**src/rtl/seg7_scan_decoder_if.sv**
```systemverilog
// seg7_scan_decoder_if: multiplexed seven-segment bus lines plus the reconstructed per-digit readback
interface seg7_scan_decoder_if;
    logic a, b, c, d, e, f, g, dp;
    logic [7:0] ds;
    logic [31:0] digits;
    logic [7:0] dp_out, valid, blank, err;
    logic upd;
    logic [2:0] upd_idx;
    modport master (
        output a, b, c, d, e, f, g, dp, ds,
        input digits, dp_out, valid, blank, err, upd, upd_idx
    );
    modport slave (
        input a, b, c, d, e, f, g, dp, ds,
        output digits, dp_out, valid, blank, err, upd, upd_idx
    );
endinterface

```
**src/rtl/seg7_scan_decoder.sv**
```systemverilog
// seg7_scan_decoder: samples an 8-digit multiplexed seven-segment bus and rebuilds the hex value on each position
module seg7_scan_decoder #(
    parameter int STABLE_CYCLES = 2,
    parameter int TIMEOUT = 4096,
    parameter bit SEG_ACTIVE_LOW = 1'b0
) (
    input logic clk,
    input logic rst,
    seg7_scan_decoder_if.slave bus
);
    localparam int CW = $clog2(STABLE_CYCLES + 1);
    localparam int TW = TIMEOUT > 0 ? $clog2(TIMEOUT + 1) : 1;
    localparam logic [6:0] HEX [16] = '{
        7'h3F, 7'h06, 7'h5B, 7'h4F, 7'h66, 7'h6D, 7'h7D, 7'h07,
        7'h7F, 7'h6F, 7'h77, 7'h7C, 7'h39, 7'h5E, 7'h79, 7'h71
    };
    typedef enum logic [1:0] {IDLE, TRACK, HOLD} state_t;
    state_t state, state_n;
    logic [7:0] s_ds, l_ds;
    logic [6:0] s_seg, l_seg;
    logic s_dp, l_dp;
    logic [CW-1:0] cnt, cnt_n, cnt_inc;
    logic sel_ok, same, start, grow, cap, pat_ok, zero;
    logic [2:0] idx;
    logic [3:0] val;
    logic [TW-1:0] tcnt [8];
    logic [31:0] digits;
    logic [7:0] dp_out, valid, blank, err;
    logic upd;
    logic [2:0] upd_idx;
    always_ff @(posedge clk) begin
        if (rst) begin
            s_ds <= '1;
            s_seg <= '0;
            s_dp <= 1'b0;
        end else begin
            s_ds <= bus.ds;
            s_seg <= {bus.g, bus.f, bus.e, bus.d, bus.c, bus.b, bus.a} ^ {7{SEG_ACTIVE_LOW}};
            s_dp <= bus.dp ^ SEG_ACTIVE_LOW;
        end
    end
    assign sel_ok = $countones(~s_ds) == 1;
    assign same = {s_ds, s_seg, s_dp} == {l_ds, l_seg, l_dp};
    assign zero = s_seg == 7'h00;
    always_comb begin
        idx = '0;
        for (int i = 0; i < 8; i++)
            if (!s_ds[i]) idx = 3'(7 - i);
    end
    always_comb begin
        val = '0;
        pat_ok = 1'b0;
        for (int i = 0; i < 16; i++)
            if (s_seg == HEX[i]) begin
                val = 4'(i);
                pat_ok = 1'b1;
            end
    end
    always_ff @(posedge clk) begin
        if (rst) begin
            state <= IDLE;
            cnt <= '0;
            l_ds <= '1;
            l_seg <= '0;
            l_dp <= 1'b0;
        end else begin
            state <= state_n;
            cnt <= cnt_n;
            if (start) begin
                l_ds <= s_ds;
                l_seg <= s_seg;
                l_dp <= s_dp;
            end
        end
    end
    // HOLD reacting to a change behaves exactly like IDLE, so both share the start term
    always_comb begin
        cnt_inc = cnt + CW'(1);
        start = sel_ok && (state == IDLE || !same);
        grow = state == TRACK && same;
        cap = (start && STABLE_CYCLES <= 1) || (grow && cnt_inc >= CW'(STABLE_CYCLES));
        cnt_n = start ? CW'(1) : grow ? cnt_inc : cnt;
        state_n = cap ? HOLD : (start || grow) ? TRACK : (state == HOLD && same) ? HOLD : IDLE;
    end
    always_ff @(posedge clk) begin
        if (rst) begin
            digits <= '0;
            dp_out <= '0;
            valid <= '0;
            blank <= '0;
            err <= '0;
            upd <= 1'b0;
            upd_idx <= '0;
            for (int i = 0; i < 8; i++) tcnt[i] <= '0;
        end else begin
            upd <= cap;
            if (cap) upd_idx <= idx;
            for (int i = 0; i < 8; i++) begin
                if (cap && idx == 3'(i)) begin
                    tcnt[i] <= '0;
                    dp_out[i] <= s_dp;
                    valid[i] <= pat_ok || zero;
                    blank[i] <= zero;
                    err[i] <= !pat_ok && !zero;
                    if (pat_ok || zero) digits[4*i +: 4] <= val;
                end else if (TIMEOUT > 0 && tcnt[i] != TW'(TIMEOUT)) begin
                    tcnt[i] <= tcnt[i] + TW'(1);
                    if (tcnt[i] + TW'(1) == TW'(TIMEOUT)) valid[i] <= 1'b0;
                end
            end
        end
    end
    assign bus.digits = digits;
    assign bus.dp_out = dp_out;
    assign bus.valid = valid;
    assign bus.blank = blank;
    assign bus.err = err;
    assign bus.upd = upd;
    assign bus.upd_idx = upd_idx;
endmodule

```
**src/flat_wrapper.sv**
```systemverilog
// flat-port wrapper written by rule: the top's interface ports become plain ports
module seg7_scan_decoder_flat 
#(
    parameter int STABLE_CYCLES = 2,
    parameter int TIMEOUT = 4096,
    parameter bit SEG_ACTIVE_LOW = 1'b0
)
  (clk, rst, bus_a, bus_b, bus_c, bus_d, bus_e, bus_f, bus_g, bus_dp, bus_ds, bus_digits, bus_dp_out, bus_valid, bus_blank, bus_err, bus_upd, bus_upd_idx);
  seg7_scan_decoder_if bus_i ();
  input logic clk;
  input logic rst;
  input wire logic [$bits(bus_i.a)-1:0] bus_a;
  input wire logic [$bits(bus_i.b)-1:0] bus_b;
  input wire logic [$bits(bus_i.c)-1:0] bus_c;
  input wire logic [$bits(bus_i.d)-1:0] bus_d;
  input wire logic [$bits(bus_i.e)-1:0] bus_e;
  input wire logic [$bits(bus_i.f)-1:0] bus_f;
  input wire logic [$bits(bus_i.g)-1:0] bus_g;
  input wire logic [$bits(bus_i.dp)-1:0] bus_dp;
  input wire logic [$bits(bus_i.ds)-1:0] bus_ds;
  output wire logic [$bits(bus_i.digits)-1:0] bus_digits;
  output wire logic [$bits(bus_i.dp_out)-1:0] bus_dp_out;
  output wire logic [$bits(bus_i.valid)-1:0] bus_valid;
  output wire logic [$bits(bus_i.blank)-1:0] bus_blank;
  output wire logic [$bits(bus_i.err)-1:0] bus_err;
  output wire logic [$bits(bus_i.upd)-1:0] bus_upd;
  output wire logic [$bits(bus_i.upd_idx)-1:0] bus_upd_idx;
  assign bus_i.a = bus_a;
  assign bus_i.b = bus_b;
  assign bus_i.c = bus_c;
  assign bus_i.d = bus_d;
  assign bus_i.e = bus_e;
  assign bus_i.f = bus_f;
  assign bus_i.g = bus_g;
  assign bus_i.dp = bus_dp;
  assign bus_i.ds = bus_ds;
  assign bus_digits = bus_i.digits;
  assign bus_dp_out = bus_i.dp_out;
  assign bus_valid = bus_i.valid;
  assign bus_blank = bus_i.blank;
  assign bus_err = bus_i.err;
  assign bus_upd = bus_i.upd;
  assign bus_upd_idx = bus_i.upd_idx;
  seg7_scan_decoder #(.STABLE_CYCLES(STABLE_CYCLES), .TIMEOUT(TIMEOUT), .SEG_ACTIVE_LOW(SEG_ACTIVE_LOW)) u_core (.clk(clk), .rst(rst), .bus(bus_i));
endmodule
```
**config.mk**
```make
export PLATFORM = sky130hd
export DESIGN_NAME = seg7_scan_decoder_flat
export DESIGN_NICKNAME = d
export VERILOG_FILES = /design/src/rtl/seg7_scan_decoder_if.sv /design/src/rtl/seg7_scan_decoder.sv /design/src/flat_wrapper.sv
export SDC_FILE = /design/constraint.sdc
export NUM_CORES = 1
export LEC_CHECK = 0
export ABC_CLOCK_PERIOD_IN_PS = 6200
export CAP_MARGIN = 10
export CORE_MARGIN = 4
export CORE_UTILIZATION = 34
export DETAILED_ROUTE_END_ITERATION = 8
export PLACE_DENSITY_LB_ADDON = 0.12
export SYNTH_ARGS = -nofsm -noshare
export SYNTH_HDL_FRONTEND = slang
export SYNTH_SLANG_ARGS = --single-unit
```
**constraint.sdc**
```tcl
create_clock -name clk -period 6.2 [get_ports clk]
set_input_delay 0.93 -clock clk [delete_from_list [all_inputs] [get_ports clk]]
set_output_delay 0.93 -clock clk [all_outputs]
set_load 0.005 [all_outputs]
```
-- Yosys cells after proc, flatten, opt, wreduce, memory -nomap -nowiden
Memory sizes are Yosys's and may differ from the RTL's.
Cells that the tools add are included.
- $lt $le $gt $ge: 1
- reduce and logical (&&, ||, !) cells: 57
- equal/unequal tests: 43
- add/sub/neg operators: 16
- bitwise gates (word level): 17
- multiplexer cells: 142
- operator list (operator ; number):
    two-way mux 13 bit ; 16
    adder 13 x 1 -> 13 bit (second input constant) ; 8
    == test 13 bit (second input constant) ; 8
    != test 13 bit (second input constant) ; 8
    two-way mux 1 bit ; 101
    adder 32 bit ; 3
    == test 7 bit (second input constant) ; 12
    two-way mux 3 bit ; 12
    nonzero test 2 bit ; 17
    == test 32 x 2 -> 1 bit (second input constant) ; 1
    two-way mux 4 bit ; 8
    AND reduction 2 bit ; 16
    == test 16 bit ; 1
    OR 1 bit ; 16
    == test 7 x 3 -> 1 bit (second input constant) ; 2
    == test 7 x 6 -> 1 bit (second input constant) ; 2
    logical AND 1 bit ; 13
    == test 3 bit (second input constant) ; 4
    two-way mux 2 bit ; 5
    adder 1 x 1 -> 2 bit ; 4
    inverter 8 bit ; 1
    zero test 7 bit ; 1
    == test 3 x 2 -> 1 bit (second input constant) ; 2
    OR reduction 2 bit ; 2
    other kinds (9) ; 13
- memories kept: 1
- register bits: 104
- RAM bits: 104
- memories (memory ; depth ; bits a word ; rd ports ; clocked after Yosys merged registers in ; wr ports ; line ; source):
    u_core.tcnt ; 8 ; 13 ; 8 ; 0 ; 8 ; seg7_scan_decoder.sv:26 ; logic [TW-1:0] tcnt [8];

-- Logic depth before layout (Yosys ltp)
Gate-level depths: netlist of run 1.
- depth in word-level cells: 19
- depth in mapped cells: 15

-- Worst setup path before layout of run 1
No wires, ideal clock.
- kind: reg2reg
- from: register u_core.s_ds[2]
- to: register u_core.l_dp
- data required time: 6072 ps
- setup slack: 2989 ps
- clock period less this slack: 3211 ps
- stages on the path, launching flop included: 15
- arrival: 3083 ps
- cells stage by stage: dfxtp_1 -> inv_1 -> ha_1 -> inv_1 -> fa_1 -> inv_1 -> fa_1 -> ha_1 -> fa_1 -> nor4b_1 -> o21ai_1 -> buf_4 -> buf_4 -> mux2i_1 -> nor2_1
- longest elaborated chain between the ends: 6
- elaborated cells between the ends (all ways): 9
- classes of those cells: 3 x add/sub; 2 x eq/ne; 1 x bitwise; 3 x reduce/logical
- ends and longest elaborated chain (item ; line ; source):
    from (decl) ; seg7_scan_decoder.sv:19 ; logic [7:0] s_ds, l_ds;
    from (signal assigned) ; seg7_scan_decoder.sv:37 ; s_ds <= bus.ds;
    inverter 8 bit ; seg7_scan_decoder.sv:42 ; assign sel_ok = $countones(~s_ds) == 1;
    adder 1 x 1 -> 2 bit (not written as such) ; seg7_scan_decoder.sv:42 ;
    adder 32 bit (not written as such) (2 in series) ; seg7_scan_decoder.sv:42 ;
    == test 32 x 2 -> 1 bit ; seg7_scan_decoder.sv:42 ;
    logical AND 1 bit (*) ; seg7_scan_decoder.sv:79 ; start = sel_ok && (state == IDLE || !same);
    to (signal assigned) ; seg7_scan_decoder.sv:72 ; l_dp <= s_dp;
    to (decl) ; seg7_scan_decoder.sv:21 ; logic s_dp, l_dp;
Mark *: on every way between the ends. The rest lies on a longest branch, timed or not.
A chain may end at the register's enable or synchronous reset.

==> qor.yml, run 1 <==
drt:
  wire_per_inst_um: 16.1
  drcViolationCount: 0
  postRouteAntennaNets: 0
  vias: 8542
  totalWireLength_um: 27500
  drtIter0Drc: 456
  drt_pass1_iterations: 5
  via_per_inst: 5.01
run_status:
  status: "finished, final reports clean"
worst_setup_path:
  crit_fanout: 16
  cp-start-kind: "flip-flop"
  cp_cell_sequence: "xor2_1 > or4_4 > nor4_4 > nand4_1 > nand3_1"
  reg2reg_slack_ps: 2700
  cp.depth: 5
  startpoint: "u_core.s_seg[5]"
  cp_slowest_cell: "nand3_1"
  setup.worst_path.end: "u_core.tcnt[0][30]"
  cp_slowest_stage_delay_ps: 750
  crit_family: "simple AND/OR/NAND/NOR gates"
  worst_ep_required_time_ps: 6350
  crit_buf_inv: 0
  critPathKind: "reg -> reg"
  reg2reg_to: "u_core.tcnt[0][30]"
  rr_startpoint: "u_core.s_seg[5]"
  r2r_cells: 5
  worstPathArrival_ps: 3650
  end_kind: "flip-flop"
placed_design:
  io_buffers: 85
  dpl_worst_slack_ps: 2670
  placed_area_mm2: 0.0125
  gp_congestion: 0.778
  hpwl_um: 19100
layout:
  nNetsFinal: 1291
  fin_area_mm2: 0.0133
  mostFrequentLayoutCell: "nor2_1"
  drive_gt1_share_pct: 8.47
  num_antenna_cells: 0
  layout_common_cells: "nor2_1, dfxtp_1, edfxtp_1"
  area_growth_syn_to_layout_pct: 17.7
cts:
  clk_pin_slew_ps: 60
  root_buffer: "clkbuf_16"
  cts_setup_buffers: 0
  cts_buffers: 25
  cts_buffer_depth: 3
  ctsResizeCount: 0
  numClockSinks: 208
  ctsHoldBuffers: 0
  cts_tree: "built"
  h-tree-depth: 1
  clk_latency_ps: 520
run:
  cap_violations: 0
sta:
  relSlewSlack_pct: 29.6
  drv_slew: 0
  fin_crit_ps: 3500
  rsz0062_at_grt: "no"
  fmax_mhz: 286
  tightest_slew_ps: 1050
  hold-worst-slack_ps: 460
  hold_viol_final: 0
  fin_crit_sh_pct: 56.4
  tns_ps: 0
  fin_skew_ps: 8.74
  setup_viol: 0
  setup_slack_ps: 2700
floorplanning:
  die_x_um: 190
  dieHeight_um: 190
  start_util_pct: 34.6
  die_area_mm2: 0.0362
  io_pins: 86
  rows: 66
  coreArea_mm2: 0.0326
global_routing:
  grt_antenna_before_repair: 0
  grt_overflow_total: 0
  grt_first_pass_wirelength_um: 44500
  grt_max_degree: 44
  grt_pass1_vias: 8166
  grt.total_usage_pct: 15.0
yosys:
  synth-main-ff-cell: "edfxtp_1"
  synth_edf_count: 104
  yosysTopAreaCell: "edfxtp_1"
  synthArstFlopShare_pct: 0
  syn_avg_cell_area_um2: 9.48
  syn_nets: 1236
  netlist_instances: 1190
  yosys.area.top_type_share_pct: 27.7
  yosys.cell_types.count: 83
  syn_area_mm2: 0.0113
  synth_seq_cells: 208
  synthTopCellsByArea: "edfxtp_1, dfxtp_1, nor2_1"
  synth_seq_area_share_pct: 46.1
  yosys_warnings: 0
pwr:
  p_per_area_mw_per_mm2: 248
  p_leak_nw: 4.94
  peakVddDrop_mv: 0.167
hold_path:
  worstHoldPathCells: 2
  hold_class: "reg -> reg"
kinds of logic (layout without fill, tap and decap cells):
logic type | after synthesis | count (layout) | share of synthesized area [%]
buffers and inverters | 113 | 186 | 4.27
flip-flops | 208 | 208 | 46.1
AND/OR/NAND/NOR | 543 | 543 | 24.7
XOR/XNOR | 116 | 116 | 9.00
adder cells (fa/ha/maj) | 28 | 28 | 3.37
AO/OA/AOI/OAI | 139 | 139 | 8.73
multiplexers | 43 | 43 | 3.86
stage by stage:
step | utilization (%) | cells | power [mW]
finish | 40.7 | 1705 | 3.29
global route | 40.7 | 1705 | 3.45
CTS | 40.7 | 1705 | 3.35
detailed placement | 38.2 | 1660 | 1.85
global placement | 38.2 | 1660 | 1.85
floorplan | - | 1190 | 1.78
worst min-delay path by stage:
stage	startpoint	to	slack [ps]
after CTS	u_core.bus.digits[17]	u_core.bus.digits[17]	460
after floorplan	u_core.bus.blank[3]	u_core.bus.blank[3]	450
after global placement	u_core.bus.digits[17]	u_core.bus.digits[17]	450
final	u_core.bus.digits[17]	u_core.bus.digits[17]	460
after detailed placement	u_core.bus.digits[17]	u_core.bus.digits[17]	450
after global routing	u_core.bus.digits[16]	u_core.bus.digits[16]	490
cell usage after synthesis, drive strengths merged, types with 10 or more instances:
library cell	n
a21oi	17
a31o	14
and3	16
buf	30
clkbuf	37
dfxtp	104
edfxtp	104
ha	24
inv	46
mux2i	39
nand2	81
nand2b	21
nand3	62
nand4	30
nor2	184
nor2b	15
nor3	40
nor4	23
o211ai	26
o21ai	29
o22ai	10
or2	13
xnor2	64
xor2	52
power breakdown:
part	switching (mW)	internal, mW	total (mW)
registers	0.0517	1.48	1.53
logic	0.169	0.118	0.287
clock network	0.594	0.876	1.47
layer usage:
layer	wire length [um]	global-route usage, %	part of all wire (%)	vias to the layer above
met5	0	0	0	-
met4	396	2.98	1.4	0
met3	1310	2.35	4.8	29
met2	12500	24.4	45	132
met1	13300	21.3	48	4012
li1	-	-	-	4369
tightest hold or removal path, delay by kind of cell, from the launching register on:
kind             cells  cell delay (ps)
muxes                1               50
and+or+nand+nor      1               50
DFF                  1              310
cell type report:
cell class / count / area, um^2
clock inverter: 15 / 104
inverter: 46 / 173
multi-input combinational: 869 / 5600
timing repair buffer: 95 / 921
tap: 442 / 553
clock buffer: 30 / 728
fill: 3256 / 19300
sequential: 208 / 5200
sequential cells by signal (all words and copies together) (netlist names):
register / count
u_core.bus.valid: 8
u_core.bus.upd: 1
u_core.bus.upd_idx: 3
u_core.bus.blank: 8
u_core.state: 2
u_core.s_seg: 7
u_core.cnt: 2
u_core.s_dp: 1
u_core.l_seg: 7
u_core.bus.digits: 32
u_core.s_ds: 8
u_core.bus.err: 8
u_core.l_dp: 1
u_core.tcnt: 104
u_core.l_ds: 8
u_core.bus.dp_out: 8
Note: power is estimated with default switching activity, not from simulation.
==> run 2: changes to the inputs <==
--- a/config.mk
+++ b/config.mk
@@ -5,7 +5,7 @@
 export SDC_FILE = /design/constraint.sdc
 export NUM_CORES = 1
 export LEC_CHECK = 0
-export ABC_CLOCK_PERIOD_IN_PS = 6200
+export ABC_CLOCK_PERIOD_IN_PS = 3400
 export CAP_MARGIN = 10
 export CORE_MARGIN = 4
 export CORE_UTILIZATION = 34
==> constraint.sdc (replaced) <==
create_clock -name clk -period 3.4 [get_ports clk]
set_input_delay 0.51 -clock clk [delete_from_list [all_inputs] [get_ports clk]]
set_output_delay 0.51 -clock clk [all_outputs]
set_load 0.005 [all_outputs]
==> run 2 against run 1 <==
  * Fmax rose by 6.8%
  * Wire length rose by 3.4%
  * Clock skew rose by 4.7 ps
  * Non-clock buffer count rose by 36
  * Critical path depth is 8 higher
  * Hold slack about the same
  * Sequential cell count unchanged
  * Core utilization up 1.5 points
==> qor.yml, run 2 (synthesis gave the netlist of run 1 again) <==
run_status:
  status: "finished, final reports clean"
worst_setup_path:
  cp_cell_sequence: "inv_1 > ha_2 > inv_1 > fa_2 > inv_2 > fa_1 > ha_2 > fa_1 > nor4b_2 > o21ai_2 > clkbuf_16 > mux2i_1 > nor2_1"
  reg2reg_to: "u_core.l_seg[4]"
  rr_startpoint: "u_core.s_ds[1]"
  reg2reg_slack_ps: 120
  r2r_cells: 13
  crit_family: "adder cells"
  cp-start-kind: "flip-flop"
  crit_fanout: 6
  cp_slowest_cell: "fa_1"
  critPathKind: "reg -> reg"
  worstPathArrival_ps: 3690
  crit_buf_inv: 4
  worst_ep_required_time_ps: 3810
  end_kind: "flip-flop"
  cp_slowest_stage_delay_ps: 470
drt:
  drcViolationCount: 0
  totalWireLength_um: 28500
  via_per_inst: 4.99
  wire_per_inst_um: 16.3
  vias: 8704
  postRouteAntennaNets: 0
  drtIter0Drc: 497
  drt_pass1_iterations: 5
cts:
  cts_tree: "built"
  numClockSinks: 208
  clk_pin_slew_ps: 60
  clk_latency_ps: 530
  cts_buffers: 26
  root_buffer: "clkbuf_16"
  cts_buffer_depth: 3
  h-tree-depth: 1
  ctsHoldBuffers: 0
run:
  cap_violations: 0
global_routing:
  grt_pass1_vias: 8399
  grt_first_pass_wirelength_um: 45300
  use_met2_pct: 24.7
  grt_antenna_before_repair: 0
  grt-busiest-layer: "met2"
  grt_max_degree: 76
  grt_overflow_total: 0
  gr-usage-met1_pct: 21.4
  grt.total_usage_pct: 15.2
  grt_util_met3_pct: 2.48
sta:
  fin_crit_ps: 3280
  tightest_slew_ps: 1020
  hold_viol_final: 0
  drv_slew: 0
  fmax_mhz: 305
  hold-worst-slack_ps: 460
  fin_skew_ps: 13.4
  relSlewSlack_pct: 31.6
  setup_viol: 0
  fin_crit_sh_pct: 96.4
layout:
  largest_reg_flops: 104
  area_growth_syn_to_layout_pct: 22.2
  fin_area_mm2: 0.0138
  fin_util_pct: 42.3
  reg_top3: "u_core.tcnt x104, u_core.bus.digits x32"
  layout_common_cells: "nor2_1, edfxtp_1, dfxtp_1"
  final_cells: 1743
  nNetsFinal: 1328
  drive_gt1_share_pct: 12.2
  mostFrequentLayoutCell: "nor2_1"
  num_antenna_cells: 0
  largest-register: "u_core.tcnt"
pwr:
  p_leak_nw: 5.18
  power_mw: 6.50
  p_per_area_mw_per_mm2: 471
  peakVddDrop_mv: 0.307
floorplanning:
  start_util_pct: 34.6
  die_x_um: 190
  coreArea_mm2: 0.0326
  dieHeight_um: 190
  die_area_mm2: 0.0362
  io_pins: 86
  rows: 66
placed_design:
  placed_cells: 1692
  hpwl_um: 19800
  placed_area_mm2: 0.0127
  io_buffers: 85
  gp_congestion: 0.809
hold_path:
  holdPathEnd: "u_core.bus.digits[18]"
  hold_path_startpoint: "u_core.bus.digits[18]"
  worstHoldPathCells: 2
  hold_class: "reg -> reg"
-- run 2: cell types whose count changed in the layout (fill, tap and decap cells not counted), sizes merged --
cell      change
clkinvlp      -1
bufinv        +1
clkbuf       +13
buf          +34
clkinv        -8
inv           -1
-- run 2: per-layer routing --
metal | vias up | wire length [um]
li1 | 4417 | -
met1 | 4114 | 13700
met2 | 138 | 13100
met3 | 35 | 1100
met4 | 0 | 586
met5 | - | 0
-- run 2: per-stage QoR --
| step | setup WS (ps) | TNS, ps |
|---|---|---|
| floorplan | 189 | 0 |
| CTS | 30.9 | 0 |
| finish | 123 | 0 |
| detailed placement | 54.1 | 0 |
| global placement | 113 | 0 |
| global route | -14.5 | -35.5 |
-- run 2: where the power goes --
| group | switching (mW) | internal, mW | total (mW) |
|---|---|---|---|
| combinational | 0.365 | 0.304 | 0.669 |
| clock | 1.09 | 1.95 | 3.05 |
| sequential | 0.0764 | 2.70 | 2.78 |
-- run 2: worst max path at each step --
stage	start	end	slack, ps	depth (start not counted)
floorplan	u_core.s_ds[2]	u_core.l_dp	190	14
global placement	u_core.s_ds[0]	u_core.l_seg[2]	110	13
detailed placement	u_core.s_ds[4]	u_core.l_seg[2]	50	13
CTS	u_core.s_ds[4]	u_core.l_seg[6]	30	13
global route	u_core.s_ds[0]	u_core.l_seg[6]	-10	13
finish	u_core.s_ds[1]	u_core.l_seg[4]	120	13
-- run 2: worst min-delay path: stages, from the launching register on --
cell and delay (ps):
dfxtp_1 310, nand2_1 50, mux2i_1 50
-- run 2: repair_timing --
item / 4_1_cts / 5_1_grt
buffers inserted: 0 / 2
endpoints found under the setup margin: 0 / 16
endpoints found under the hold margin: 0 / 0
gates resized for setup: 0 / 16
-- run 2: final cells by class --
class	instances	area [um^2]
inverters	46	173
repair buffers	131	1250
well taps	442	553
clock inverters	6	81.3
fillers	3180	18800
flip-flops and latches	208	5210
multi-input cells	869	5620
clock buffers	41	895
==> run 3: changes to the inputs <==
--- a/config.mk
+++ b/config.mk
@@ -5,7 +5,7 @@
 export SDC_FILE = /design/constraint.sdc
 export NUM_CORES = 1
 export LEC_CHECK = 0
-export ABC_CLOCK_PERIOD_IN_PS = 3400
+export ABC_CLOCK_PERIOD_IN_PS = 3600
 export CAP_MARGIN = 10
 export CORE_MARGIN = 4
 export CORE_UTILIZATION = 34
==> constraint.sdc (replaced) <==
create_clock -name clk -period 3.6 [get_ports clk]
set_input_delay 0.54 -clock clk [delete_from_list [all_inputs] [get_ports clk]]
set_output_delay 0.54 -clock clk [all_outputs]
set_load 0.005 [all_outputs]
==> run 3 against run 2 <==
  * Total power down 10%
  * Clock-buffer cell count unchanged
  * Hold slack worse by 4.5 ps
  * Setup slack gained 200 ps
  * Final area down 1.8%
  * Critical endpoint is now u_core.l_seg[2]
  * Wire length decreased by 0.60%
  * Highest routed layer unchanged
  * Sequential cell count unchanged
==> qor.yml, run 3 (synthesis gave the netlist of run 1 again) <==
worst_setup_path:
  reg2reg_to: "u_core.l_seg[2]"
  worst_ep_required_time_ps: 4010
  worstPathArrival_ps: 3690
  crit_buf_inv: 4
  cp_cell_sequence: "inv_1 > ha_1 > inv_1 > fa_1 > inv_1 > fa_1 > ha_1 > fa_1 > nor4b_2 > o21ai_2 > buf_12 > mux2i_1 > nor2_1"
  cp_slowest_cell: "fa_1"
  crit_family: "adder cells"
  crit_fanout: 27
  rr_startpoint: "u_core.s_ds[3]"
  cp-start-kind: "flip-flop"
  critPathKind: "reg -> reg"
  r2r_cells: 13
  reg2reg_slack_ps: 320
  cp_slowest_stage_delay_ps: 450
  end_kind: "flip-flop"
sta:
  tightest_slew_ps: 924
  fmax_mhz: 305
  relSlewSlack_pct: 38.2
  drv_slew: 0
  hold_viol_final: 0
  setup_slack_ps: 324
  tns_ps: 0
  hold-worst-slack_ps: 455
  fin_crit_ps: 3280
  setup_viol: 0
  rsz0062_at_grt: "no"
  fin_crit_sh_pct: 91.0
  fin_skew_ps: 8.65
pwr:
  p_leak_nw: 5.07
  peakVddDrop_mv: 0.363
  p_per_area_mw_per_mm2: 430
  power_mw: 5.82
global_routing:
  grt.total_usage_pct: 15.4
  grt_overflow_total: 0
  grt_max_degree: 53
  grt_antenna_before_repair: 0
  grt_pass1_vias: 8413
  grt_first_pass_wirelength_um: 45700
cts:
  clk_pin_slew_ps: 60
  cts_buffers: 26
  h-tree-depth: 1
  clk_latency_ps: 530
  numClockSinks: 208
  cts_tree: "built"
  root_buffer: "clkbuf_16"
  cts_buffer_depth: 3
placed_design:
  dpl_worst_slack_ps: 254
  placed_cells: 1684
  gp_congestion: 0.804
  placed_area_mm2: 0.0126
  hpwl_um: 19800
  io_buffers: 85
floorplanning:
  die_area_mm2: 0.0362
  coreArea_mm2: 0.0326
  die_x_um: 190
  start_util_pct: 34.6
  rows: 66
  dieHeight_um: 190
  io_pins: 86
drt:
  postRouteAntennaNets: 0
  drt_pass1_iterations: 5
  via_per_inst: 4.99
  drcViolationCount: 0
  drtIter0Drc: 502
  vias: 8641
  totalWireLength_um: 28300
  wire_per_inst_um: 16.3
layout:
  largest_reg_flops: 104
  area_growth_syn_to_layout_pct: 19.9
  nNetsFinal: 1316
  final_cells: 1732
  layout_common_cells: "nor2_1, dfxtp_1, edfxtp_1"
  largest-register: "u_core.tcnt"
  fin_area_mm2: 0.0135
  fillers: 3218
  mostFrequentLayoutCell: "nor2_1"
  drive_gt1_share_pct: 10.2
  reg_top3: "u_core.tcnt x104, u_core.bus.digits x32"
  fin_util_pct: 41.5
  num_antenna_cells: 0
hold_path:
  holdPathEnd: "u_core.bus.digits[16]"
  hold_class: "reg -> reg"
  hold_path_startpoint: "u_core.bus.digits[16]"
  worstHoldPathCells: 2
run_status:
  status: "finished, final reports clean"
run:
  cap_violations: 0
run 3: how the worst max path moves through the flow:
stage,startpoint,end,slack (ps),cells past startpoint
2_1_floorplan,u_core.s_ds[2],u_core.l_dp,390,14
3_3_place_gp,u_core.s_ds[2],u_core.l_seg[2],270,13
3_5_place_dp,u_core.s_ds[3],u_core.l_seg[2],250,13
4_1_cts,u_core.s_ds[3],u_core.l_seg[2],230,13
5_1_grt,u_core.s_ds[3],u_core.state[0],60,13
6_report,u_core.s_ds[3],u_core.l_seg[2],320,13
run 3: per-layer routing:
layer  vias up  GRT usage [%]  share of wire, %
met1      4078           21.8                49
met3        37           2.28               3.7
met5         -              0                 0
met2       126           25.0                45
met4         0           3.70               2.0
li1       4400              -                 -
run 3: area by class of cell:
type / count / area, um^2 / share of cell area, %
Clock buffer: 41 / 823 / 6.08
Clock inverter: 7 / 60.1 / 0.444
Inverter: 46 / 173 / 1.28
Multi-Input combinational cell: 869 / 5610 / 41.4
Sequential cell: 208 / 5200 / 38.5
Tap cell: 442 / 553 / 4.09
Timing Repair Buffer: 119 / 1110 / 8.23
run 3: power breakdown:
group / leakage [nW] / internal [mW] / switching (mW)
Sequential: 2.11 / 2.55 / 0.0759
Combinational: 2.52 / 0.227 / 0.318
Clock: 0.443 / 1.63 / 1.01
Total: 5.07 / 4.41 / 1.41
run 3: worst register-to-register path, stage by stage (launching register included):
cell	delay, ps
dfxtp_1	420
inv_1	100
ha_1	280
inv_1	50
fa_1	390
inv_1	80
fa_1	420
ha_1	230
fa_1	450
nor4b_2	240
o21ai_2	110
buf_12	180
mux2i_1	170
nor2_1	50
run 3: timing repair:
item,in CTS,in global routing
endpoints found under the setup margin,0,2
gates resized for setup,0,1
hold buffers,0,0
setup buffers,0,0
